$ cat src/rtl/mic_pkg.sv
// Shared widths, reset address and MIR sequencing-field layout for the Mic-1 microsequencer.
package mic_pkg;

    localparam int MIC_ADDR_W     = 9;
    localparam int MIC_MBR_W      = 8;
    localparam int MIC_RESET_ADDR = 0;

    typedef struct packed {
        logic [MIC_ADDR_W-1:0] next_addr;
        logic                  jmpc;
        logic                  jamn;
        logic                  jamz;
        logic                  call;
        logic                  ret;
    } mir_seq_t;

endpackage

$ cat src/rtl/mic_ustack.sv
// Microsubroutine return-address stack: LIFO, non-wrapping, frozen while hold is high.
module mic_ustack #(
    parameter int ADDR_W      = 9,
    parameter int STACK_DEPTH = 4,
    parameter int DEPTH_W     = $clog2(STACK_DEPTH + 1)
) (
    input  logic              clk,
    input  logic              rst,
    input  logic              hold,
    input  logic              push,
    input  logic              pop,
    input  logic [ADDR_W-1:0] push_data,
    output logic [ADDR_W-1:0] top,
    output logic [DEPTH_W-1:0] depth,
    output logic              full,
    output logic              empty
);

    localparam int IDX_W = (STACK_DEPTH > 1) ? $clog2(STACK_DEPTH) : 1;

    logic [ADDR_W-1:0]  mem [STACK_DEPTH];
    logic [DEPTH_W-1:0] depth_q;
    logic [IDX_W-1:0]   top_idx;
    logic [IDX_W-1:0]   wr_idx;

    assign full    = (depth_q == DEPTH_W'(STACK_DEPTH));
    assign empty   = (depth_q == '0);
    assign top_idx = IDX_W'(depth_q - 1'b1);
    assign wr_idx  = IDX_W'(depth_q);
    assign top     = mem[top_idx];
    assign depth   = depth_q;

    // NOTE: state registers use non-blocking assignments so every flop samples pre-edge values.
    always_ff @(posedge clk) begin
        if (rst) begin
            depth_q <= '0;
        end else if (!hold) begin
            if (pop && !empty) begin
                depth_q <= depth_q - 1'b1;
            end else if (push && !full) begin
                depth_q <= depth_q + 1'b1;
            end
        end
    end

    // NOTE: the storage array is not reset; depth alone defines which entries are valid.
    always_ff @(posedge clk) begin
        if (!rst && !hold && push && !pop && !full) begin
            mem[wr_idx] <= push_data;
        end
    end

endmodule

$ cat src/rtl/mic_useq.sv
// Mic-1 microsequencer: next-MPC selection with jam/jmpc, call/return stack and sticky error flags.
module mic_useq
    import mic_pkg::*;
#(
    parameter int ADDR_W      = MIC_ADDR_W,
    parameter int MBR_W       = MIC_MBR_W,
    parameter int STACK_DEPTH = 4,
    parameter int DEPTH_W     = $clog2(STACK_DEPTH + 1)
) (
    input  logic               clk,
    input  logic               rst,
    input  logic               stall,
    input  logic               n_in,
    input  logic               z_in,
    input  logic               flag_we,
    input  logic [MBR_W-1:0]   mbr,
    input  logic [ADDR_W-1:0]  next_addr,
    input  logic               jmpc,
    input  logic               jamn,
    input  logic               jamz,
    input  logic               call,
    input  logic [ADDR_W-1:0]  call_target,
    input  logic               ret,
    output logic [ADDR_W-1:0]  mpc,
    output logic [DEPTH_W-1:0] depth,
    output logic               ovf,
    output logic               unf,
    output logic               illegal
);

    logic              n_s, z_s;
    logic              hb;
    logic [ADDR_W-2:0] low;
    logic [ADDR_W-1:0] normal_addr;
    logic [ADDR_W-1:0] mpc_d;
    logic [ADDR_W-1:0] stack_top;
    logic              stack_full, stack_empty;
    logic              do_push, do_pop;
    logic              ovf_set, unf_set, illegal_set;

    // Jam bits always see the flags registered by the previous instruction.
    assign hb          = next_addr[ADDR_W-1] | (jamn & n_s) | (jamz & z_s);
    assign low         = next_addr[ADDR_W-2:0] | (jmpc ? (ADDR_W-1)'(mbr) : '0);
    assign normal_addr = {hb, low};

    // NOTE: every always_comb output gets a default first so no latch can be inferred.
    always_comb begin
        mpc_d       = normal_addr;
        do_push     = 1'b0;
        do_pop      = 1'b0;
        ovf_set     = 1'b0;
        unf_set     = 1'b0;
        illegal_set = 1'b0;
        if (ret) begin
            do_pop      = !stack_empty;
            unf_set     = stack_empty;
            illegal_set = call;
            mpc_d       = stack_empty ? ADDR_W'(MIC_RESET_ADDR) : stack_top;
        end else if (call) begin
            do_push = !stack_full;
            ovf_set = stack_full;
            mpc_d   = call_target;
        end
    end

    always_ff @(posedge clk) begin
        if (rst) begin
            mpc     <= ADDR_W'(MIC_RESET_ADDR);
            n_s     <= 1'b0;
            z_s     <= 1'b0;
            ovf     <= 1'b0;
            unf     <= 1'b0;
            illegal <= 1'b0;
        end else if (!stall) begin
            mpc     <= mpc_d;
            ovf     <= ovf | ovf_set;
            unf     <= unf | unf_set;
            illegal <= illegal | illegal_set;
            if (flag_we) begin
                n_s <= n_in;
                z_s <= z_in;
            end
        end
    end

    mic_ustack #(
        .ADDR_W     (ADDR_W),
        .STACK_DEPTH(STACK_DEPTH),
        .DEPTH_W    (DEPTH_W)
    ) u_stack (
        .clk      (clk),
        .rst      (rst),
        .hold     (stall),
        .push     (do_push),
        .pop      (do_pop),
        .push_data(normal_addr),
        .top      (stack_top),
        .depth    (depth),
        .full     (stack_full),
        .empty    (stack_empty)
    );

endmodule
$ cat config.mk
export PLATFORM = sky130hd
export DESIGN_NAME = mic_useq
export DESIGN_NICKNAME = d
export VERILOG_FILES = /design/src/rtl/mic_pkg.sv /design/src/rtl/mic_ustack.sv /design/src/rtl/mic_useq.sv
export SDC_FILE = /design/constraint.sdc
export NUM_CORES = 1
export LEC_CHECK = 0
export CORE_MARGIN = 1.5
export CORE_UTILIZATION = 31
export DETAILED_ROUTE_END_ITERATION = 7
export GPL_ROUTABILITY_DRIVEN = 0
export GPL_TIMING_DRIVEN = 0
export PLACE_DENSITY = 0.5
export SYNTH_ARGS = -nofsm -noshare
export SYNTH_HDL_FRONTEND = slang
export SYNTH_HIERARCHICAL = 1
export SYNTH_SLANG_ARGS = --single-unit
$ cat constraint.sdc
create_clock -name clk -period 3.2 [get_ports clk]
set_input_delay 0.96 -clock clk [delete_from_list [all_inputs] [get_ports clk]]
set_output_delay 0.96 -clock clk [all_outputs]
set_load 0.02 [all_outputs]
== Yosys cells after proc, flatten, opt, wreduce, memory -nomap -nowiden ==
Memories as Yosys holds them, arrays and structs flattened.
Index checks and enable logic that the tools add are counted.
W data, S select, Z words.

* Output and inout bits: 15
* Memories: 1
* Bits of input ports: 37
* Register bits: 17
* Logic and storage cells: 50
* Memory bits (writable): 36

* Muxes and demuxes: 15
* Bitwise gates (word level): 9
* $add $sub $neg: 2
* Reduce and logical (&&, ||, !) cells: 15
* Eq/ne operators: 1

{| class="wikitable"
|+ Memories
! memory !! words !! bits a word !! rd ports !! clocked after Yosys merged registers in !! write ports !! line !! source
|-
| u_stack.mem || 4 || 9 || 1 || 0 || 1 || mic_ustack.sv:21 || <nowiki>logic [ADDR_W-1:0] mem [STACK_DEPTH];</nowiki>
|}

{| class="wikitable"
|+ Operator list
! kind !! number
|-
| $mux W9 || 3
|-
| $mux W1 || 9
|-
| $mux W8 || 1
|-
| $or A8 B8 Y8 || 1
|-
| $logic_and A1 B1 Y1 || 6
|-
| $mux W3 || 2
|-
| $logic_not A1 Y1 || 5
|-
| $or A1 B1 Y1 || 5
|-
| $reduce_and A2 Y1 || 2
|-
| $add A3 B1 Y3 const B || 1
|-
| $eq A3 B3 Y1 const B || 1
|-
| $logic_not A3 Y1 || 1
|-
| $sub A3 B1 Y3 const B || 1
|-
| $and A1 B1 Y1 || 2
|-
| $reduce_bool A2 Y1 || 1
|-
| $not A1 Y1 || 1
|}

== Depth between registers and ports, before layout ==
Gate-level depths: netlist (run 1).

* Word-level depth: 9
* Mapped depth: 10
* Depth with buffers taken out: 8

== Cells and area by module ==
Netlist (run 1), hierarchy kept.

{| class="wikitable"
|+ By module, submodules not included
! module !! times used !! cells an instance !! seq. area each (µm²) !! area each (µm²)
|-
| mic_ustack || 1 || 79 || 1,141.1 || 1,607.8
|-
| mic_useq || 1 || 91 || 280.3 || 797.0
|}

== Worst setup path before layout (run 1) ==
No wires, ideal clock.

* Path type: in2reg
* Start: input port call
* End: memory u_stack.mem[3][0], enable pin
* Required time: 2.863 ns
* Arrival: 2.189 ns
* Stages: 6
* Setup time: 0.337 ns
* Path slack: 0.674 ns
* Buffers on the path: 2
* Cell sequence: buf_4 buf_4 nor3b_1 nand2b_4 nor4_2 and2_1

* Cells in the longest elaborated chain, start to end: 7

{| class="wikitable"
|+ RTL lines
! what !! line !! source
|-
| from (decl) || mic_useq.sv:21 || <nowiki>input logic call,</nowiki>
|-
| $mux W1 || mic_useq.sv:59 || <nowiki>end else if (call) begin</nowiki>
|-
| $mux W1 || mic_useq.sv:54 || <nowiki>if (ret) begin</nowiki>
|-
| net do_push || mic_useq.sv:38 || <nowiki>logic do_push, do_pop;</nowiki>
|-
| $logic_and A1 B1 Y1 (3 in a row) || mic_ustack.sv:48 || <nowiki>if (!rst && !hold && push && !pop && !full) begin</nowiki>
|-
| $mux W1 || mic_ustack.sv:48 ||
|-
| $mux W1 (not written as such) || mic_ustack.sv:49 || <nowiki>mem[wr_idx] <= push_data;</nowiki>
|-
| to (decl) || mic_ustack.sv:21 ||
|}

The timed path passes the listed nets, and every way through them passes these cells.

== Worst setup path in the final report (run 1) ==
* Start: input port call
* End: memory u_stack.mem[0][6], enable pin

Same word-level chain as after synthesis.

==> flow_summary_export.csv, run 1 <==
group,metric,value,unit
outcome,status,"finished, final reports clean",
cells_and_area,layout.nets,270,
timing,maxSlewViolCount,0,
cells_and_area,final_cell_area,3150,um2
cells_and_area,nFillCells,706,
drt,vias,1598,
timing,fmax,326,MHz
timing,post-route-period-util,95.7,%
logic_synthesis,synth.ff_latch_count,53,
power_and_ir_drop,peakVddDrop,0.151,mV
clock_tree,cts.sinks,53,
grt,grt_max_degree,16,
power_and_ir_drop,p_comb_share,15.5,%
logic_synthesis,synth_fp_nets,213,
power_and_ir_drop,switchingPower,0.332,mW
setup_path,start_kind,"primary input",
drt,final_antenna_net_count,0,
logic_synthesis,yosysMostFrequentCell,"edfxtp_1",
cells_and_area,drive_gt1_share,17.1,%
setup_path,critPathKind,"in2reg",
logic_synthesis,synth_cell_type_count,38,
clock_tree,cts_hold_buf,0,
cells_and_area,diodes,0,
logic_synthesis,synth-edff-count,36,
clock_tree,cts_resized,4,
drt,drc_errors,0,
floorplan,die-area,8290,um2
setup_path,arrival,3.04,ns
drt,wl,5720,um
floorplan,rows,31,
clock_tree,htree_levels,2,
logic_synthesis,seq_area_frac_synth,59.1,%
placement,dpl-instance-area,3030,um2
setup_path,reg2reg_to,"u_stack/mem[0][6]$_DFFE_PP_",
grt,grt_pass1_vias,1703,
power_and_ir_drop,sequentialPowerShare,52.1,%
setup_path,rrSetupSlack,0.55,ns
grt,antenna_found_initial,0,
timing,setup_ws,0.137,ns
clock_tree,root_buffer,"clkbuf_8",
floorplan,core,7370,um2
logic_synthesis,yosysTopAreaCell,"edfxtp_1",
setup_path,worstPathMaxFanout,10,
timing,tightest_slew,0.545,ns
grt,track_usage,14.7,%
clock_tree,cts_buffers,5,
clock_tree,clkLatencyLatePin,0.30,ns
min_path,min_from,"mpc[8]$_SDFFE_PP0N_",
clock_tree,path_clk_slew,0.09,ns
timing,hold-worst-slack,0.477,ns
drt,drt-wirelength-per-cell,17.5,um
clock_tree,clock_path_buffers,2,
timing,period_needed,3.06,ns
power_and_ir_drop,p_int,1.12,mW
timing,final-setup-viol-count,0,
timing,finClkSkew,0.00790,ns
clock_tree,cts_setup_buffers,0,
timing,hold_viol,0,
logic_synthesis,syn-cell-area,2400,um2
cells_and_area,area_growth,31.0,%
setup_path,ff2ff_path_depth,8,
logic_synthesis,synthArstFlopShare,0,%
logic_synthesis,synthTopCellsByArea,"edfxtp_1, dfxtp_1, mux4_2",
logic_synthesis,synth_top_area_share,45.0,%
logic_synthesis,synth_common_cells,"edfxtp_1, dfxtp_1, mux4_2, o211ai_1",
setup_path,r2r-start,"u_stack/depth[0]$_SDFFE_PP0P_",
grt,grt_pass1_wl,9090,um
job,cap_viol_max_count,0,
cells_and_area,post-route-util,42.8,%
setup_path,critical_path.endpoint,"u_stack/mem[0][6]$_DFFE_PP_",
logic_synthesis,ys_warn_count,6,
floorplan,io_pins,52,
logic_synthesis,ys.flop_type,"edfxtp_1",
power_and_ir_drop,leakage,1.06,nW
placement,dp_hpwl,3930,um
drt,viasPerCell,4.89,
power_and_ir_drop,power,1.45,mW
power_and_ir_drop,power_density,461,nW/um2
setup_path,cp-end-kind,"register",
min_path,hold_class,"reg2reg",
timing,slew_headroom,63.7,%
drt,drtPass1Iterations,4,
power_and_ir_drop,clkPwrFrac,32.4,%
clock_tree,cts_tree,"yes",
logic_synthesis,synth_cells,170,
setup_path,critical_path.startpoint,"call",
grt,grt-ovfl-total,0,
drt,drt_first_iter_violations,44,
power_and_ir_drop,switching_share,22.8,%
placement,pre_cts_ws,-0.377,ns
logic_synthesis,avgSynthCellArea,14.1,um2
placement,portBuffers,50,
setup_path,cp.required,3.18,ns
floorplan,initial_core_util,32.6,%
timing,rsz0062_at_grt,"no",
floorplan,die_h,91.1,um
floorplan,die_w,91.1,um
==> cell families after synthesis <==
kind of cell,share of synthesized area [%]
DFF,59.1
and+or+nand+nor,10.8
AOI/OAI and AO/OA,13.2
buffers and inverters,3.80
muxes,9.26
adders and majority gates,3.12
xor gates and xnor gates,0.729
==> per-layer routing <==
metal | global-route usage [%] | wire (um) | up-vias
met1 | 17.4 | 2430 | 794
met2 | 26.1 | 2950 | 45
met5 | 0 | 0 | -
met4 | 4.56 | 67 | 0
li1 | - | - | 753
met3 | 3.69 | 268 | 6
==> worst max-delay path: stages <==
cell and delay [ns]:
clkdlybuf4s50_1 0.51, buf_4 0.21, buf_4 0.21, nor3b_1 0.38, nand2b_4 0.11, nor4_2 0.24
and2_2 0.40
==> per-stage QoR <==
stage / cells / TNS [ns]
finish: 327 / 0
global route: 327 / 0
CTS: 327 / 0
detailed placement: 319 / -12.63
global placement: 319 / -11.32
floorplan: 170 / 0
==> state kept, by name (all words and copies together), names as in the netlist <==
name	count
u_stack/depth	3
ovf	1
unf	1
mpc	9
n_s	1
illegal	1
u_stack/mem	36
z_s	1
==> cell type report <==
cell class,instances,area (um2),share of cell area (%)
well taps,99,124,3.93
clock buffers,7,86.3,2.74
flip-flops and latches,53,1420,45.1
repair buffers,50,500,15.9
plain buffers,9,61.3,1.95
clock inverters,1,30.0,0.953
inverters,8,30.0,0.953
multi-input cells,100,897,28.5
==> power by group through the flow <==
stage / registers [mW] / clock network, mW / logic, mW
floorplan: 0.786 / 0 / 0.111
global placement: 0.774 / 0 / 0.227
detailed placement: 0.774 / 0 / 0.228
CTS: 0.758 / 0.482 / 0.229
global route: 0.760 / 0.515 / 0.246
finish: 0.758 / 0.470 / 0.225
==> layout by cell type (no fill, tap or decap), drive strengths merged <==
master | netlist | layout
o22ai | 1 | 1
buf | 7 | 7
o21ai | 1 | 1
nor3b | 1 | 1
a221oi | 4 | 4
bufinv | 0 | 1
nor2 | 9 | 9
xor2 | 1 | 1
xnor2 | 1 | 1
mux2i | 2 | 2
dfxtp | 17 | 17
nand3b | 5 | 5
mux4 | 9 | 9
ha | 6 | 6
nor2b | 2 | 2
a31oi | 6 | 6
a21oi | 7 | 7
a21o | 8 | 8
and3 | 1 | 1
o221ai | 1 | 1
inv | 8 | 8
nand2 | 5 | 5
o211ai | 9 | 9
or2b | 2 | 2
a211oi | 1 | 1
and2 | 5 | 5
clkdlybuf4s50 | 0 | 50
nand2b | 10 | 10
nor4 | 1 | 1
a221o | 1 | 1
clkbuf | 2 | 9
edfxtp | 36 | 36
and2b | 1 | 1
==> worst min-delay path by stage <==
stage / endpoint / slack [ns] / cells after the start
floorplan: n_s$_SDFFE_PP0P_ / 0.46 / 2
global placement: illegal$_SDFFE_PP0N_ / 0.45 / 2
detailed placement: mpc[8]$_SDFFE_PP0N_ / 0.47 / 2
CTS: mpc[8]$_SDFFE_PP0N_ / 0.48 / 2
global route: mpc[6]$_SDFFE_PP0N_ / 0.50 / 2
finish: mpc[8]$_SDFFE_PP0N_ / 0.48 / 2
Power figures use the tool's default switching activity.
==> run 2: changes to the inputs <==
--- a/config.mk
+++ b/config.mk
@@ -7,6 +7,7 @@
 export LEC_CHECK = 0
 export CORE_MARGIN = 1.5
 export CORE_UTILIZATION = 31
+export CTS_CLUSTER_DIAMETER = 120
 export DETAILED_ROUTE_END_ITERATION = 7
 export GPL_ROUTABILITY_DRIVEN = 0
 export GPL_TIMING_DRIVEN = 0
==> results of run 2 <==
No change in the layout: final DEF, timing and power equal those of run 1.
==> run 3: changes to the inputs <==
--- a/config.mk
+++ b/config.mk
@@ -5,13 +5,15 @@
 export SDC_FILE = /design/constraint.sdc
 export NUM_CORES = 1
 export LEC_CHECK = 0
+export CELL_PAD_IN_SITES_DETAIL_PLACEMENT = 0
+export CELL_PAD_IN_SITES_GLOBAL_PLACEMENT = 1
 export CORE_MARGIN = 1.5
 export CORE_UTILIZATION = 31
 export CTS_CLUSTER_DIAMETER = 120
 export DETAILED_ROUTE_END_ITERATION = 7
 export GPL_ROUTABILITY_DRIVEN = 0
 export GPL_TIMING_DRIVEN = 0
-export PLACE_DENSITY = 0.5
+export PLACE_DENSITY = 0.6
 export SYNTH_ARGS = -nofsm -noshare
 export SYNTH_HDL_FRONTEND = slang
 export SYNTH_HIERARCHICAL = 1
==> flow_summary_export.csv, run 3 (synthesis gave the netlist of run 1 again) <==
group,metric,value,unit
timing,hold_viol,0,
power_and_ir_drop,leakage,1.05,nW
setup_path,cp_slowest_stage_delay,0.50,ns
floorplan,initial_core_util,32.6,%
setup_path,worstPathMaxFanout,10,
cells_and_area,regMostFlops,"u_stack/mem",
power_and_ir_drop,power,1.43,mW
placement,dpl-instance-area,3030,um2
setup_path,reg2reg_to,"u_stack/mem[0][0]$_DFFE_PP_",
setup_path,cp-end-kind,"register",
grt,grt_pass1_vias,1634,
clock_tree,cts_buffers,5,
drt,highest-signal-layer,"met4",
timing,maxSlewViolCount,0,
timing,hold-worst-slack,0.476,ns
cells_and_area,final_common_cell,"clkdlybuf4s50_1",
drt,vias,1562,
cells_and_area,largest_reg_flops,36,
floorplan,core,7370,um2
cells_and_area,layout_common_cells,"clkdlybuf4s50_1, edfxtp_1, dfxtp_1",
drt,viasPerCell,4.78,
min_path,hold_class,"reg2reg",
grt,grt_pass1_wl,8740,um
min_path,holdPathStages,2,
grt,grt-ovfl-total,0,
timing,rsz0062_at_grt,"yes",
drt,met2_wirelength,2530,um
timing,fmax,330,MHz
clock_tree,root_buffer,"clkbuf_8",
timing,finClkSkew,0.00800,ns
clock_tree,clock_path_buffers,2,
floorplan,die_w,91.1,um
power_and_ir_drop,power_density,456,nW/um2
floorplan,io_pins,52,
cells_and_area,diodes,0,
setup_path,cp_cell_sequence,"clkdlybuf4s50_1 -> buf_4 -> buf_4 -> nor3b_1 -> nand2b_4 -> nor4_2 -> and2_2",
clock_tree,cts.sinks,53,
setup_path,cp.required,3.18,ns
setup_path,crit_family,"simple AND/OR/NAND/NOR gates",
drt,drc_errors,0,
cells_and_area,drive_gt1_share,17.1,%
grt,track_usage,13.9,%
outcome,status,"finished, final reports clean",
drt,wl_met3,252,um
min_path,min_from,"mpc[5]$_SDFFE_PP0N_",
power_and_ir_drop,peakVddDrop,0.181,mV
clock_tree,path_clk_slew,0.09,ns
placement,portBuffers,50,
cells_and_area,nFillCells,704,
setup_path,arrival,3.01,ns
floorplan,die-area,8290,um2
drt,wl_met1,2750,um
cells_and_area,layout.nets,270,
cells_and_area,final_cell_area,3140,um2
drt,drtPass1Iterations,4,
setup_path,start_kind,"primary input",
drt,drt-wirelength-per-cell,17.1,um
timing,period_needed,3.03,ns
setup_path,critPathKind,"in2reg",
drt,final_antenna_net_count,0,
timing,post-route-period-util,94.7,%
timing,final-setup-viol-count,0,
drt,wl,5580,um
setup_path,rrSetupSlack,0.57,ns
setup_path,path_buf_inv,3,
timing,slew_headroom,63.5,%
job,cap_viol_max_count,0,
drt,drt_first_iter_violations,94,
setup_path,cp_slowest_cell,"clkdlybuf4s50_1",
clock_tree,cts_hold_buf,0,
clock_tree,cts_tree,"yes",
cells_and_area,area_growth,30.7,%
floorplan,die_h,91.1,um
placement,dp_hpwl,3860,um
placement,place_inst,319,
cells_and_area,final_cells,327,
clock_tree,clkLatencyLatePin,0.30,ns
setup_path,crit_top_cell,"buf_4",
setup_path,ff2ff_path_depth,8,
min_path,holdPathEnd,"mpc[5]$_SDFFE_PP0N_",
timing,tightest_slew,0.546,ns
setup_path,r2r-start,"u_stack/depth[0]$_SDFFE_PP0P_",
floorplan,rows,31,
grt,grt_max_degree,17,
clock_tree,htree_levels,2,
grt,antenna_found_initial,0,
[run 3: cell types whose count changed in the layout (fill, tap and decap cells not counted), sizes merged]
| cell | change |
|---|---|
| clkbuf | -2 |
| clkinv | +1 |
| clkinvlp | +1 |
[run 3: worst max-delay path by stage]
stage,startpoint,to,slack (ns),cells after the start
6_report,call,u_stack/mem[0][0]$_DFFE_PP_,0.17,7
5_1_grt,call,u_stack/mem[0][5]$_DFFE_PP_,-0.002,7
4_1_cts,call,u_stack/mem[0][0]$_DFFE_PP_,0.16,7
3_5_place_dp,call,u_stack/mem[1][4]$_DFFE_PP_,-0.36,7
3_3_place_gp,call,u_stack/mem[0][4]$_DFFE_PP_,-0.38,7
2_1_floorplan,call,u_stack/mem[3][0]$_DFFE_PP_,0.67,6
[run 3: power breakdown]
part           switching (mW)  internal (mW)  total (mW)
sequential            0.00937          0.748       0.758
clock                   0.222          0.231       0.452
combinational           0.106          0.118       0.224
[run 3: worst reg2reg max path, delay by kind of cell (launching register included)]
kind / cells / cell delay [ns]
adders and majority gates: 1 / 0.22
buffers and inverters: 2 / 0.34
DFF: 1 / 0.46
and+or+nand+nor: 5 / 1.28
[run 3: final cells by class]
cell class / instances / area, um2 / area share, %
flip-flops and latches: 53 / 1420 / 45.2
multi-input cells: 100 / 897 / 28.5
repair buffers: 50 / 500 / 15.9
well taps: 99 / 124 / 3.94
clock buffers: 5 / 68.8 / 2.19
plain buffers: 9 / 61.3 / 1.95
clock inverters: 3 / 41.3 / 1.31
inverters: 8 / 30.0 / 0.955
[run 3: metrics by stage]
stage	utilization [%]	worst slack [ns]	setup TNS, ns
2_1_floorplan	-	0.674	0
3_3_place_gp	41.1	-0.375	-13.14
3_5_place_dp	41.1	-0.358	-12.55
4_1_cts	42.7	0.156	0
5_1_grt	42.7	-0.00196	-0.00385
6_report	42.7	0.169	0
[run 3: per-layer routing]
metal	up-vias	track usage (%)
met3	5	3.27
met4	0	3.52
met5	-	0
met2	47	21.7
li1	758	-
met1	752	19.5
[run 3: what timing repair did]
item                       in CTS  in global routing
setup buffers                   0                  0
resized for setup               4                  0
setup endpoints to repair      36                  2
